<file path="src/rtl/t08_mc_control_fsm.sv">
// Multi-cycle RV32I control sequencer: latches the fetched word into IR and steps
// FETCH/DECODE/EXECUTE/MEMORY/WRITEBACK with req/ack handshakes; illegal ops and memory timeouts trap.
//   state     | meaning
//   FETCH     | fetch_req high, wait for instr_ack, load IR
//   DECODE    | field decode of IR, illegal encodings go to TRAP
//   EXECUTE   | ALU op, register reads, jump/branch strobes
//   MEMORY    | load/store request held until mem_ack or timeout
//   WRITEBACK | register write strobe and PC advance
//   TRAP      | sticky error, left only through reset
module t08_mc_control_fsm #(
    parameter int XLEN        = 32,
    parameter int ALU_CTRL_W  = 6,
    parameter int MEM_TIMEOUT = 255
) (
    input  logic                  clk,
    input  logic                  reset,
    input  logic                  instr_ack,
    input  logic [31:0]           instr_in,
    input  logic                  mem_ack,
    output logic                  fetch_req,
    output logic                  read,
    output logic                  write,
    output logic [2:0]            funct3,
    output logic [4:0]            reg1,
    output logic [4:0]            reg2,
    output logic [4:0]            regd,
    output logic                  en_read_1,
    output logic                  en_read_2,
    output logic                  en_write,
    output logic [1:0]            data_in_control,
    output logic [XLEN-1:0]       immediate,
    output logic [ALU_CTRL_W-1:0] alu_control,
    output logic                  jump,
    output logic                  branch_en,
    output logic                  pc_en,
    output logic                  trap,
    output logic [2:0]            state
);
    localparam int CNT_W = $clog2(MEM_TIMEOUT + 1);

    localparam logic [6:0] OP_R      = 7'h33;
    localparam logic [6:0] OP_IMM    = 7'h13;
    localparam logic [6:0] OP_LOAD   = 7'h03;
    localparam logic [6:0] OP_STORE  = 7'h23;
    localparam logic [6:0] OP_BRANCH = 7'h63;
    localparam logic [6:0] OP_LUI    = 7'h37;
    localparam logic [6:0] OP_AUIPC  = 7'h17;
    localparam logic [6:0] OP_JAL    = 7'h6F;
    localparam logic [6:0] OP_JALR   = 7'h67;
    localparam logic [6:0] F7_ALT    = 7'h20;

    typedef enum logic [2:0] {
        S_FETCH     = 3'd0,
        S_DECODE    = 3'd1,
        S_EXECUTE   = 3'd2,
        S_MEMORY    = 3'd3,
        S_WRITEBACK = 3'd4,
        S_TRAP      = 3'd5
    } state_t;

    state_t           st;
    logic [31:0]      ir;
    logic [CNT_W-1:0] cnt;

    logic [6:0] op;
    logic [2:0] f3;
    logic [6:0] f7;
    assign op = ir[6:0];
    assign f3 = ir[14:12];
    assign f7 = ir[31:25];

    logic signed [11:0] imm_i;
    logic signed [11:0] imm_s;
    logic signed [12:0] imm_b;
    logic signed [31:0] imm_u;
    logic signed [20:0] imm_j;
    assign imm_i = ir[31:20];
    assign imm_s = {ir[31:25], ir[11:7]};
    assign imm_b = {ir[31], ir[7], ir[30:25], ir[11:8], 1'b0};
    assign imm_u = {ir[31:12], 12'h000};
    assign imm_j = {ir[31], ir[19:12], ir[20], ir[30:21], 1'b0};

    int              d_code;
    logic            d_ill, use_rs1, use_rs2, wr_rd, is_load, is_store, is_jump, is_branch;
    logic [1:0]      d_dic;
    logic [XLEN-1:0] d_imm;
    logic            d_wr;

    always_comb begin
        d_code = 0;      d_ill = 1'b0;    use_rs1 = 1'b0;   use_rs2 = 1'b0;
        wr_rd = 1'b0;    is_load = 1'b0;  is_store = 1'b0;  is_jump = 1'b0;
        is_branch = 1'b0; d_dic = 2'd0;   d_imm = '0;
        case (op)
            OP_R: begin
                use_rs1 = 1'b1; use_rs2 = 1'b1; wr_rd = 1'b1;
                case (f3)
                    3'd0:    d_code = (f7 == F7_ALT) ? 2 : 1;
                    3'd1:    d_code = 3;
                    3'd2:    d_code = 4;
                    3'd3:    d_code = 5;
                    3'd4:    d_code = 6;
                    3'd5:    d_code = (f7 == F7_ALT) ? 8 : 7;
                    3'd6:    d_code = 9;
                    default: d_code = 10;
                endcase
                d_ill = (f7 != 7'h00) && !((f7 == F7_ALT) && (f3 == 3'd0 || f3 == 3'd5));
            end
            OP_IMM: begin
                use_rs1 = 1'b1; wr_rd = 1'b1; d_imm = XLEN'(imm_i);
                case (f3)
                    3'd0:    d_code = 11;
                    3'd2:    d_code = 12;
                    3'd3:    d_code = 13;
                    3'd4:    d_code = 14;
                    3'd6:    d_code = 15;
                    3'd7:    d_code = 16;
                    3'd1:    d_code = 17;
                    default: d_code = (f7 == F7_ALT) ? 19 : 18;
                endcase
                d_ill = ((f3 == 3'd1) && (f7 != 7'h00)) ||
                        ((f3 == 3'd5) && (f7 != 7'h00) && (f7 != F7_ALT));
            end
            OP_LOAD: begin
                use_rs1 = 1'b1; wr_rd = 1'b1; is_load = 1'b1; d_dic = 2'd1; d_imm = XLEN'(imm_i);
                case (f3)
                    3'd0:    d_code = 20;
                    3'd1:    d_code = 21;
                    3'd2:    d_code = 22;
                    3'd4:    d_code = 23;
                    3'd5:    d_code = 24;
                    default: d_ill = 1'b1;
                endcase
            end
            OP_STORE: begin
                use_rs1 = 1'b1; use_rs2 = 1'b1; is_store = 1'b1; d_imm = XLEN'(imm_s);
                case (f3)
                    3'd0:    d_code = 25;
                    3'd1:    d_code = 26;
                    3'd2:    d_code = 27;
                    default: d_ill = 1'b1;
                endcase
            end
            OP_BRANCH: begin
                use_rs1 = 1'b1; use_rs2 = 1'b1; is_branch = 1'b1; d_imm = XLEN'(imm_b);
                case (f3)
                    3'd0:    d_code = 28;
                    3'd1:    d_code = 29;
                    3'd4:    d_code = 30;
                    3'd5:    d_code = 31;
                    3'd6:    d_code = 32;
                    3'd7:    d_code = 33;
                    default: d_ill = 1'b1;
                endcase
            end
            OP_LUI: begin
                wr_rd = 1'b1; d_imm = XLEN'(imm_u); d_code = 34;
            end
            OP_AUIPC: begin
                wr_rd = 1'b1; d_imm = XLEN'(imm_u); d_dic = 2'd3; d_code = 35;
            end
            OP_JAL: begin
                wr_rd = 1'b1; is_jump = 1'b1; d_dic = 2'd2; d_imm = XLEN'(imm_j); d_code = 36;
            end
            OP_JALR: begin
                use_rs1 = 1'b1; wr_rd = 1'b1; is_jump = 1'b1; d_dic = 2'd2;
                d_imm = XLEN'(imm_i); d_code = 37; d_ill = (f3 != 3'd0);
            end
            default: d_ill = 1'b1;
        endcase
    end

    // x0 is never written even when the instruction names it as rd
    assign d_wr  = wr_rd && (ir[11:7] != 5'd0);
    assign state = st;

    always_ff @(posedge clk or negedge reset) begin
        if (!reset) begin
            st <= S_FETCH; ir <= '0; cnt <= '0;
            fetch_req <= 1'b0; read <= 1'b0; write <= 1'b0; funct3 <= '0;
            reg1 <= '0; reg2 <= '0; regd <= '0;
            en_read_1 <= 1'b0; en_read_2 <= 1'b0; en_write <= 1'b0;
            data_in_control <= '0; immediate <= '0; alu_control <= '0;
            jump <= 1'b0; branch_en <= 1'b0; pc_en <= 1'b0; trap <= 1'b0;
        end else begin
            fetch_req <= 1'b0; read <= 1'b0; write <= 1'b0; funct3 <= '0;
            en_read_1 <= 1'b0; en_read_2 <= 1'b0; en_write <= 1'b0;
            jump <= 1'b0; branch_en <= 1'b0; pc_en <= 1'b0;
            case (st)
                S_FETCH: begin
                    if (instr_ack) begin
                        ir <= instr_in; st <= S_DECODE;
                    end else begin
                        fetch_req <= 1'b1;
                    end
                end
                S_DECODE: begin
                    if (d_ill) begin
                        st <= S_TRAP; trap <= 1'b1;
                    end else begin
                        st <= S_EXECUTE;
                        reg1 <= use_rs1 ? ir[19:15] : 5'd0;
                        reg2 <= use_rs2 ? ir[24:20] : 5'd0;
                        regd <= wr_rd ? ir[11:7] : 5'd0;
                        data_in_control <= d_dic; immediate <= d_imm;
                        alu_control <= ALU_CTRL_W'(d_code);
                        en_read_1 <= use_rs1; en_read_2 <= use_rs2;
                        jump <= is_jump; branch_en <= is_branch;
                    end
                end
                S_EXECUTE: begin
                    if (is_load || is_store) begin
                        st <= S_MEMORY; read <= is_load; write <= is_store; funct3 <= f3;
                    end else begin
                        st <= S_WRITEBACK; en_write <= d_wr; pc_en <= 1'b1;
                    end
                end
                S_MEMORY: begin
                    if (mem_ack) begin
                        cnt <= '0; st <= S_WRITEBACK; en_write <= d_wr; pc_en <= 1'b1;
                    end else if (cnt == CNT_W'(MEM_TIMEOUT - 1)) begin
                        cnt <= '0; st <= S_TRAP; trap <= 1'b1;
                        reg1 <= '0; reg2 <= '0; regd <= '0;
                        data_in_control <= '0; immediate <= '0; alu_control <= '0;
                    end else begin
                        cnt <= cnt + CNT_W'(1);
                        read <= is_load; write <= is_store; funct3 <= f3;
                    end
                end
                S_WRITEBACK: begin
                    st <= S_FETCH; fetch_req <= 1'b1;
                    reg1 <= '0; reg2 <= '0; regd <= '0;
                    data_in_control <= '0; immediate <= '0; alu_control <= '0;
                end
                S_TRAP: trap <= 1'b1;
                default: begin
                    st <= S_TRAP; trap <= 1'b1;
                    reg1 <= '0; reg2 <= '0; regd <= '0;
                    data_in_control <= '0; immediate <= '0; alu_control <= '0;
                end
            endcase
        end
    end
endmodule

</file>
<file path="config.mk">
export PLATFORM = sky130hd
export DESIGN_NAME = t08_mc_control_fsm
export DESIGN_NICKNAME = d
export VERILOG_FILES = /design/src/rtl/t08_mc_control_fsm.sv
export SDC_FILE = /design/constraint.sdc
export NUM_CORES = 1
export LEC_CHECK = 0
export BUFFER_PORTS_ARGS = -buffer_cell sky130_fd_sc_hd__buf_2
export CAP_MARGIN = 20
export CORE_UTILIZATION = 50
export CTS_CLUSTER_DIAMETER = 40
export DETAILED_ROUTE_END_ITERATION = 16
export GPL_ROUTABILITY_DRIVEN = 0
export GPL_TIMING_DRIVEN = 0
export PLACE_DENSITY = 0.73
export SYNTH_ARGS = -nofsm -noshare
export SYNTH_HDL_FRONTEND = slang
export SYNTH_SLANG_ARGS = --single-unit
export TNS_END_PERCENT = 50
</file>
<file path="constraint.sdc">
create_clock -name clk -period 3.08 [get_ports clk]
set_input_delay 0.462 -clock clk [delete_from_list [all_inputs] [get_ports clk]]
set_output_delay 0.462 -clock clk [all_outputs]
set_load 0.01 [all_outputs]
</file>
==> summary.md <==
| Metric | Value |
|---|---|
| Area leader, netlist | `dfrtp_1` |
| Hold Violations, Final | `0` |
| Setup slack on the worst flop-to-flop path | `0.21 ns` |
| Core ar. | `about 11000 sq um` |
| Post-Syn Nets | `583` |
| Worst vdd ir | `297 uV` |
| Critical Path AT | `3.15 ns` |
| Number of distinct library cells after synthesis | `59` |
| Maximum clock path buffer count | `2` |
| Final std cells w/o fill | `807` |
| Post-cts hold buffer count | `0` |
| NumNets Final | `approximately 700` |
| Total track usage | `0.261` |
| Number of remaining DRC errors | `0` |
| I/O pin count | `107` |
| Post-synthesis cell area | `5620 sq um` |
| Final Setup Violations | `0` |
| Syn. warnings | `0` |
| Post-route setup TNS | `0 ns` |
| DIE AREA | `between 10000 and 15000 sq um` |
| # fillers | `938` |
| R2r worst-path depth | `8` |
| Cells after DPL | `~800` |
| Top cell type's share of synthesized area | `0.495` |
| Via Count | `4623` |
| DP Area | `6350 sq um` |
| Worst Hold Class | `input pin to async pin` |
| Ant. Diodes | `0` |
| Largest net degree at the start of global routing | `74` |
| I/O Buffers | `106` |
| Total clock buffers created by CTS | `9` |
| Sequential share of the synthesized area | `0.495` |
| CTS tree | `built` |
| Initial antenna violation count | `0` |
| P per Cell Area | `651 nW/um^2` |
| WL/cell | `18.1 um` |
| Setup Fix Bufs, Post-CTS | `0` |
| Max Freq | `roughly 0.35 GHz` |
| Worst Skew | `0.0142 ns` |
| HPWL Detailed | `10500 um` |
| Vias in the first global route | `4501` |
| Global-route wire length before repair | `23300 um` |
| Area Overhead vs Synth | `16.4%` |
| Rel. slew slack | `0.418` |
| Max-cap violations | `0` |
| Initial Utilization | `0.516` |
| H-tree depth | `3` |
| Average cell area after synthesis | `10.3 sq um` |
| WL final | `14600 um` |
| Asr flop ratio synth | `1.00` |
| Detail Route Antenna Nets | `0` |
| Row count | `38` |
| RSZ-0062 raised after global routing | `false` |
| Root buffer cell | `clkbuf_8` |
| Worst-margin pin slew | `~0.86 ns` |
| Initial DRC Count | `423` |
| Post-cts resize count | `0` |
| CP endpoint kind | `flop` |
| Die Wd | `about 110 um` |
| Avg Vias per Cell | `around 5.7` |
| Top cells by area, synth | `dfrtp_1, mux2_2, mux2_4` |
| Total grt overflow | `0` |
| Critical path fanouts, max | `10` |
| Pre-Repair DR Iteration Count | `6` |
| Clk Latency, worst-skew pair | `0.39 ns` |
| Critical Path Start Type | `flop` |
| Layout cells sized above 1 | `0.297` |
| Kind of critical path | `flop to flop` |
| CTS sink cnt | `around 110` |
| EDFF count, synth | `0` |
| Worst EP required | `3.36 ns` |
| Status | `finished clean` |
| Post-route cell area | `6540 sq um` |
| Leak Pwr | `0.00318 uW` |
| Final worst path period need | `roughly 2.9 ns` |
| Gate Count Post-Synth | `545` |
| Die height | `108 um` |
| Final period util | `0.932` |
| Primary FF master, synth | `dfrtp_1` |
| Seq cells post-synth | `between 100 and 150` |
| Clk pin slew, worst setup/hold paths | `around 0.11 ns` |
| Max-slew violation count | `0` |
## logic make-up (layout without fill, tap and decap cells)
group / Yosys count / in the layout / synth area share
simple gates: 175 / 175 / 0.148
compound gates: 111 / 111 / 0.126
flops: 111 / 111 / 0.495
mux: 81 / 81 / 0.176
buf+inv: 64 / 186 / 0.0490
fa+ha+maj: 2 / 2 / 0.00445
xor+xnor: 1 / 1 / 0.00156
## metrics by stage
| stage | total power [uW] | worst slack, ns | util | hold slack, ns |
|---|---|---|---|---|
| finish | 4260 | 0.209 | 0.601 | 0.0355 |
| global route | 4470 | 0.125 | 0.601 | 0.0729 |
| CTS | 4220 | 0.228 | 0.601 | 0.0556 |
| detailed placement | 3330 | 0.258 | 0.583 | 0.476 |
| global placement | 3270 | 0.277 | 0.581 | 0.459 |
| floorplan | 2910 | 0.558 | - | 0.166 |
## placed cells by master (no fill, tap or decap), types with 5 or more instances in the layout
cell,n
nand2_1,64
buf_2,109
a21oi_1,36
o21ai_0,25
inv_1,27
nor2b_1,11
mux2i_1,18
dfrtp_1,111
nor2_1,39
and3_1,5
nor3_1,16
clkbuf_1,29
mux2_2,36
or3_1,7
mux2_4,27
a22o_1,5
nand3_1,8
clkbuf_8,9
## final timing paths
kind                                    start                        end
min                                     reset         cnt[6]$_DFFE_PN0N_
min in group clk                 instr_in[31]         ir[31]$_DFFE_PN0P_
max in group asynchronous               reset        reg2[2]$_DFFE_PN0P_
max                        ir[25]$_DFFE_PN0P_  immediate[11]$_DFFE_PN0P_
min reg2reg                cnt[7]$_DFFE_PN0N_         cnt[7]$_DFFE_PN0N_
max reg2reg                ir[25]$_DFFE_PN0P_  immediate[11]$_DFFE_PN0P_
## layer usage
metal | up-vias | share of wire | global-route usage | wire length (um)
met5 | - | 0 | 0 | 0
met4 | 0 | 0.017 | 0.0890 | 255
met3 | 25 | 0.067 | 0.0561 | 984
met2 | 223 | 0.47 | 0.402 | 6840
met1 | 2238 | 0.45 | 0.366 | 6560
li1 | 2137 | - | - | -
## cell usage after synthesis (3+ instances only)
| library cell | number |
|---|---|
| or3_1 | 7 |
| o21ai_0 | 25 |
| o22ai_1 | 4 |
| nor2b_1 | 11 |
| mux2i_1 | 18 |
| a21o_1 | 3 |
| a22o_1 | 5 |
| o21a_1 | 3 |
| buf_2 | 4 |
| mux2_4 | 27 |
| nand3_1 | 8 |
| and3_1 | 5 |
| a22oi_1 | 4 |
| o31a_1 | 3 |
| a31oi_1 | 4 |
| nand3b_1 | 3 |
| nor2_1 | 39 |
| nand2b_1 | 4 |
| inv_1 | 27 |
| buf_6 | 4 |
| clkbuf_1 | 27 |
| o31ai_1 | 3 |
| a21oi_1 | 36 |
| mux2_2 | 36 |
| a211oi_1 | 3 |
| or2_2 | 3 |
| dfrtp_1 | 111 |
| nor3_1 | 16 |
| nand2_1 | 64 |
| and2_1 | 4 |
## layout make-up
cell class	count	area (sq um)	area share
tap	140	175	0.0268
buffer	37	174	0.0266
inverter	27	101	0.0155
sequential	111	2780	0.425
clock inverter	4	55.1	0.00842
clock buffer	11	131	0.0201
timing repair buffer	107	561	0.0857
multi-input combinational	370	2560	0.392
## worst max-delay path: stages (launching register included)
cell and delay [ns]:
dfrtp_1 0.42, or4_1 0.59, or3_1 0.36, o221ai_2 0.26
nand3_2 0.18, o31a_1 0.31, buf_6 0.16, buf_6 0.17
mux2_4 0.31
## sequential cells by signal (all words and copies together) (netlist names), 5 cells and up
| register | cells |
|---|---|
| ir | 32 |
| reg1 | 5 |
| regd | 5 |
| immediate | 32 |
| cnt | 8 |
| alu_control | 6 |
| reg2 | 5 |
## report_power, final
group          switching (uW)  leakage, uW  internal (uW)
Clock                     513    0.0000904            379
Sequential                245      0.00146           1690
Combinational             873      0.00163            559
Note: power is estimated with default switching activity, not from simulation.
